## src/rtl/rr_burst_scheduler.sv

```systemverilog
// Round-robin burst scheduler: locks one shared burst resource to a single requester per burst.
// Latency: grant one cycle after req is seen in IDLE; at least two grant-free cycles between bursts.
// Backpressure: beats advance only on beat_valid && beat_ready; the owner keeps the grant until
//   its last beat is accepted or it drops req (abort).
// Ports:
//   clk, resetN     - clock (posedge) and asynchronous active-low reset
//   req[N]          - per-requester request, held for the whole burst
//   len[N*LEN_W]    - per-requester burst length minus one, requester i at [i*LEN_W +: LEN_W]
//   beat_valid/ready- beat handshake between the owner and the resource
//   grant[N]        - registered one-hot grant (or 0); owner/busy describe the current lock
//   beats_left      - remaining beats minus one for the current burst
//   done/abort      - one-cycle pulses on burst completion / owner dropping req mid-burst
module rr_burst_scheduler #(
  parameter int N     = 3,
  parameter int LEN_W = 4
) (
  input  logic                 clk,
  input  logic                 resetN,
  input  logic [N-1:0]         req,
  input  logic [N*LEN_W-1:0]   len,
  input  logic                 beat_valid,
  input  logic                 beat_ready,
  output logic [N-1:0]         grant,
  output logic [$clog2(N)-1:0] owner,
  output logic                 busy,
  output logic [LEN_W-1:0]     beats_left,
  output logic                 done,
  output logic                 abort
);

  localparam int PW = $clog2(N);

  localparam logic [1:0] ST_IDLE  = 2'd0;
  localparam logic [1:0] ST_BURST = 2'd1;
  localparam logic [1:0] ST_TURN  = 2'd2;

  logic [1:0]       state;
  logic [PW-1:0]    pointer;

  logic             win_found;
  logic [PW-1:0]    win_idx;
  logic [LEN_W-1:0] win_len;

  logic             beat_acc;
  logic             last_beat;
  logic             owner_drop;

  // Search upward from pointer+1, wrapping modulo N, so indices >= N are never produced
  // and the most recent winner is considered last.
  always_comb begin
    int idx;
    idx       = 0;
    win_found = 1'b0;
    win_idx   = '0;
    win_len   = '0;
    for (int k = 1; k <= N; k++) begin
      idx = (int'(pointer) + k) % N;
      if (!win_found && req[idx]) begin
        win_found = 1'b1;
        win_idx   = PW'(idx);
        win_len   = len[idx*LEN_W +: LEN_W];
      end
    end
  end

  assign beat_acc   = beat_valid && beat_ready;
  assign last_beat  = beat_acc && (beats_left == '0);
  assign owner_drop = !req[owner];

  always_ff @(posedge clk or negedge resetN) begin
    if (!resetN) begin
      state      <= ST_IDLE;
      pointer    <= PW'(N - 1);
      grant      <= '0;
      owner      <= '0;
      busy       <= 1'b0;
      beats_left <= '0;
      done       <= 1'b0;
      abort      <= 1'b0;
    end else begin
      done  <= 1'b0;
      abort <= 1'b0;
      case (state)
        ST_IDLE: begin
          if (win_found) begin
            grant      <= {{(N-1){1'b0}}, 1'b1} << win_idx;
            owner      <= win_idx;
            busy       <= 1'b1;
            beats_left <= win_len;
            pointer    <= win_idx;
            state      <= ST_BURST;
          end
        end
        ST_BURST: begin
          // Completion wins over a simultaneous req drop.
          if (last_beat) begin
            grant <= '0;
            busy  <= 1'b0;
            done  <= 1'b1;
            state <= ST_TURN;
          end else begin
            if (beat_acc) begin
              beats_left <= beats_left - 1'b1;
            end
            if (owner_drop) begin
              grant <= '0;
              busy  <= 1'b0;
              abort <= 1'b1;
              state <= ST_TURN;
            end
          end
        end
        ST_TURN: begin
          state <= ST_IDLE;
        end
        default: begin
          state <= ST_IDLE;
          grant <= '0;
          busy  <= 1'b0;
        end
      endcase
    end
  end

endmodule

```

## config.mk

```make
export PLATFORM = sky130hd
export DESIGN_NAME = rr_burst_scheduler
export DESIGN_NICKNAME = d
export VERILOG_FILES = /design/src/rtl/rr_burst_scheduler.sv
export SDC_FILE = /design/constraint.sdc
export NUM_CORES = 1
export LEC_CHECK = 0
export CAP_MARGIN = 20
export CELL_PAD_IN_SITES_DETAIL_PLACEMENT = 1
export CELL_PAD_IN_SITES_GLOBAL_PLACEMENT = 1
export CORE_MARGIN = 2
export CORE_UTILIZATION = 25
export DETAILED_ROUTE_END_ITERATION = 8
export GPL_TIMING_DRIVEN = 0
export PLACE_DENSITY_LB_ADDON = 0.1
export SLEW_MARGIN = 20
export SYNTH_ARGS = -nofsm -noshare
export SYNTH_HDL_FRONTEND = slang
export SYNTH_SLANG_ARGS = --single-unit
```

## constraint.sdc

```tcl
create_clock -name clk -period 2.3 [get_ports clk]
set_clock_uncertainty 0.2 [all_clocks]
set_input_delay 0.46 -clock clk [delete_from_list [all_inputs] [get_ports clk]]
set_output_delay 0.46 -clock clk [all_outputs]
set_load 0.01 [all_outputs]
```

==> Yosys cells after proc, flatten, opt, wreduce, memory -nomap -nowiden <==
Cells that the tools add are included.
{ "classes": {"n_addsub": 4, "n_div": 3, "n_lt_le_gt_ge": 4, "eq_ne": 6, "shift": 4, "muxes": 41, "n_bitwise": 1, "n_reduce_logical": 13} }
{ "op_table": {"columns": ["cell", "count"], "rows": [
  ["$lt 32x4->1 const B", 3],
  ["$mod 32x3->32 const B", 3],
  ["$shiftx 12x32->4", 3],
  ["$mux 4", 6],
  ["$mux 1", 18],
  ["$mux 2", 6],
  ["$mux 3", 3],
  ["$pmux 3 s3", 1],
  ["$bmux 1 s2", 4],
  ["$pmux 4 s2", 1],
  ["$add 2x2->3 const B", 2],
  ["$ne 2x2->1 const B", 3],
  ["$logic_and 1x1->1", 4],
  ["$logic_not 4->1", 1],
  ["$pmux 2 s2", 1],
  ["$reduce_and 2->1", 2],
  ["$reduce_and 4->1", 1],
  ["$sub 4x1->4 const B", 1],
  ["$add 2x1->3 const B", 1],
  ["$lt 2x3->1 const B", 1],
  ["$ne 3x3->1 const B", 1],
  ["$pmux 1 s3", 1],
  ["$reduce_and 3->1", 1],
  ["$shl 1x2->3 const A", 1],
  ["6 further kinds", 7]
]} }
{ "word_totals": {"ff_bits": 16, "out_inout_bits": 12, "elab_cells": 84} }

==> Depth between registers and ports, before layout <==
{ "depth": {"depth_word": 15, "mapped_depth": 10, "depth_no_buf": 10} }

==> Worst setup path before layout <==
Ideal clock, no wire load.
{ "synth_timing": {"kind": "register to register", "startpoint": "reg pointer[1]", "endpoint": "reg beats_left[2]", "t_arrival_ns": 2.158, "required_ns": 1.977, "setup_slack_ns": -0.180, "path_stages_with_launch": 10, "synth_period_minus_slack_ns": 2.480, "cell_sequence": "dfstp_2 > inv_1 > ha_1 > inv_2 > maj3_2 > a211o_1 > buf_4 > nand3_1 > o21ai_1 > o2bb2ai_1"} }
{ "synth_between": {"elab_chain_cells": 14, "word_cells_on_any_way": 32, "cone_classes": "3 x add/sub; 3 x div; 1 x eq/ne; 3 x shift; 17 x mux; 5 x reduce/logical"} }
{ "synth_rtl": {"columns": ["element", "line_no", "text"], "rows": [
  ["start, declared", "38", "logic [PW-1:0] pointer;"],
  ["start signal, assigned", "73", "pointer <= PW'(N - 1);"],
  ["start signal, assigned", "90", "pointer <= win_idx;"],
  ["$add 2x1->3", "57", "idx = (int'(pointer) + k) % N;"],
  ["$mod 32x3->32", "57", null],
  ["$bmux 1 s2", "58", "if (!win_found && req[idx]) begin"],
  ["$mux 1 (implied by the code) (2 in a row)", "58", null],
  ["$mux 1", "58", null],
  ["$logic_not 1->1", "58", null],
  ["$logic_and 1x1->1", "58", null],
  ["$mux 1", "58", null],
  ["$logic_not 1->1", "58", null],
  ["$logic_and 1x1->1", "58", null],
  ["$mux 1 / $mux 4 (equally long branches)", "58", null],
  ["$ne 2x2->1 (no source line) / $mux 4 (equally long branches)", null, null],
  ["$reduce_and 4->1 (no source line) / $pmux 4 s2 (equally long branches)", null, null],
  ["end signal, assigned", "89", "beats_left <= win_len;"],
  ["end signal, assigned", "103", "beats_left <= beats_left - 1'b1;"],
  ["end, declared", "26", "output logic [LEN_W-1:0] beats_left,"]
]} }
Several ways; a longest one is shown, not always the timed one. The select of a mux whose other input is x is not followed.
A chain may end at the register's enable or synchronous reset.

==> Worst setup path in the final report <==
{ "layout_timing": {"startpoint": "reg pointer[1]", "endpoint": "reg beats_left[1]"} }
Same word-level chain as after synthesis.

==> flow_metrics.py <==
metrics = {
    "outcome": {
        "status": "complete, but fails checks",
        "violations": "negative setup slack",
    },
    "detailed_routing": {
        "drcViolationCount": 0,
        "drtIter0Drc": 43,
        "ant_nets": 0,
        "first_pass_iters": 4,
        "wl_mm": 4.87,
        "wire_per_inst_microns": 16.1,
        "vias": 1558,
        "viasPerCell": 5.16,
    },
    "setup_path": {
        "worstSetupPathType": "flip-flop to flip-flop",
        "slowest_stage": "dfstp_2",
        "endpoint_kind": "flip-flop",
        "max_stage_delay_ps": 610,
        "required_ps": 2240,
        "setup.worst_path.start_class": "flip-flop",
        "crit_arrival_ps": 2440,
        "cp_cell_sequence": "inv_4 -> ha_4 -> inv_8 -> maj3_2 -> a211oi_4 -> buf_4 -> nor3_1 -> a211o_1",
        "crit_path_max_fanout": 6,
    },
    "yosys": {
        "yosysWarnings": 0,
        "syn-cell-area_sq_um": 1480,
        "synth_cell_types": 45,
        "synth-edff-count": 0,
        "yosysMostFrequentCell": "nand3_1",
        "synth_top_area_share_pct": 23.6,
        "syn_nets": 211,
        "async_flop_share_pct": 100,
        "synth_commonest_cells": "nand3_1, mux2i_1, nand2_1",
        "syn_inst": 182,
        "ys_ff_latch": 15,
        "yosysTopAreaCell": "dfrtp_1",
        "synth_area_leaders": "dfrtp_1, mux2i_1, ha_1",
        "ys_seq_area_share_pct": 25.4,
        "synth_area_per_cell_sq_um": 8.15,
        "synthFlopType": "dfrtp_1",
    },
    "place": {
        "place_inst": 285,
        "routabilityCongestion": 0.807,
        "numPortBuffers": 28,
        "hpwl_mm": 3.65,
    },
    "die": {
        "die_h_microns": 81.0,
        "fp.coreArea_sq_um": 5820,
        "start_util_pct": 25.5,
        "dieArea_sq_um": 6560,
        "die_w_microns": 81.0,
        "pin_count": 31,
        "row_count": 28,
    },
    "sta": {
        "min_period_over_period_pct": 109,
        "worst_slack_ps": -197,
        "setup-tns-final_ps": -1410,
        "fmax_mhz": 401,
        "worstMarginPinSlew_ps": 720,
        "drv_slew": 0,
        "final-hold-violation-count": 0,
        "rsz0062_at_grt": "yes",
        "min_period_ps": 2500,
        "setup_viol": 10,
        "relSlewSlack_pct": 51.9,
    },
    "layout": {
        "layout.nets": 257,
        "diodes": 0,
        "instances_no_fill": 302,
        "syn_to_final_growth_pct": 46.6,
        "fillers": 694,
        "drive_above_1_share_pct": 23.3,
    },
    "cts": {
        "cts_hold_buf": 0,
        "cts_buffers": 3,
        "htreeDepth": 1,
        "clk_latency_ps": 250,
        "cts-root-buf": "clkbuf_8",
        "cts.sinks": 15,
        "clkTransAtPathRegs_ps": 60,
        "cts_buffer_depth": 2,
        "cts_tree": "done",
    },
    "global_route": {
        "grt_pass1_wl_mm": 8.17,
        "grt_overflow_total": 0,
        "grt_pass1_vias": 1669,
        "grt_max_degree": 16,
        "track_usage_pct": 16.1,
        "antenna_found_initial": 0,
    },
    "power": {
        "p_per_area_nw_per_um2": 1410,
        "power.total_uw": 3070,
        "leakage_uw": 0.000870,
        "vdd.ir_drop.worst_uv": 405,
    },
    "worst_hold_path": {
        "min_path_type": "flip-flop to flip-flop",
    },
    "flow_run": {
        "max-cap-violations": 0,
    },
}
==> registers in the layout, indices dropped and copies added, names as in the netlist <==
signal      count
pointer         1
done            1
state           2
busy            1
beats_left      4
grant           3
owner           2
abort           1
==> metal layers <==
| metal | vias to the layer above | wire length [microns] | track usage [%] |
|---|---|---|---|
| met4 | 0 | 65 | 3.56 |
| met1 | 776 | 2150 | 19.3 |
| met2 | 20 | 2530 | 29.3 |
| met3 | 7 | 125 | 3.67 |
| met5 | - | 0 | 0 |
| li1 | 755 | - | - |
==> cells in the final DEF (no fill, tap or decap), types with 3 or more instances in the layout <==
master,synthesis,layout
o21ai_0,14,12
o21ai_1,6,8
nand2b_1,5,5
buf_6,0,4
nor2_1,6,5
mux2i_1,16,16
inv_1,8,6
dfrtp_1,14,13
clkdlybuf4s50_1,0,28
nand3_1,20,19
ha_1,10,8
nor2b_1,5,4
buf_4,4,17
clkbuf_8,0,3
nand2_1,16,15
a21oi_1,7,6
==> per-stage QoR <==
step | hold WS, ps | cell area (sq um) | setup WS, ps | utilization (%)
2_1_floorplan | -35.6 | 1520 | -37.0 | -
3_3_place_gp | 268 | 1890 | -485 | 32.5
3_5_place_dp | 285 | 1890 | -562 | 32.5
4_1_cts | 300 | 2090 | -208 | 35.9
5_1_grt | 325 | 2170 | -291 | 37.4
6_report | 290 | 2170 | -197 | 37.4
==> worst paths after layout <==
kind | startpoint | endpoint | slack, ps | cells past startpoint
setup / recovery | pointer[1] | beats_left[1] | -200 | 8
hold / removal | busy | busy | 290 | 1
setup reg to reg | pointer[1] | beats_left[1] | -200 | 8
hold reg to reg | busy | busy | 290 | 1
max in group asynchronous | resetN | owner[0] | 970 | 1
min in group asynchronous | resetN | busy | 440 | 1
==> power breakdown <==
| part | switching, uW | internal (uW) | total [uW] |
|---|---|---|---|
| clock network | 101 | 120 | 221 |
| registers | 116 | 383 | 499 |
| logic | 1210 | 1140 | 2350 |
| total | 1430 | 1640 | 3070 |
==> logic make-up (layout without fill, tap and decap cells) <==
group	count (synthesis)	after routing	share of synthesized area, %
xor+xnor	1	1	0.591
fa+ha+maj	12	12	9.87
flops	15	15	25.4
buf+inv	21	66	6.92
compound gates	54	54	24.8
simple gates	63	63	21.6
mux	16	16	10.8
==> timing repair <==
| item | CTS | global route |
|---|---|---|
| resized for setup | 24 | 14 |
| setup endpoints to repair | 11 | 12 |
| setup buffers | 7 | 6 |
| pin swaps | 8 | 12 |
==> worst max-delay path, delay by kind of cell (launching register included) <==
family,cells,cell delay [ps]
AOI/OAI and AO/OA,2,590
adders and majority gates,2,660
buffers and inverters,3,290
DFF,1,610
and+or+nand+nor,1,40
==> final cells by class <==
type / instances / area [sq um] / area share, %
Tap cell: 75 / 93.8 / 4.32
Multi-Input combinational cell: 146 / 1130 / 51.9
Clock buffer: 3 / 41.3 / 1.90
Clock inverter: 1 / 5.00 / 0.230
Timing Repair Buffer: 41 / 378 / 17.4
Buffer: 12 / 105 / 4.84
Sequential cell: 15 / 378 / 17.4
Inverter: 9 / 43.8 / 2.01
(Power assumes the default switching activity.)
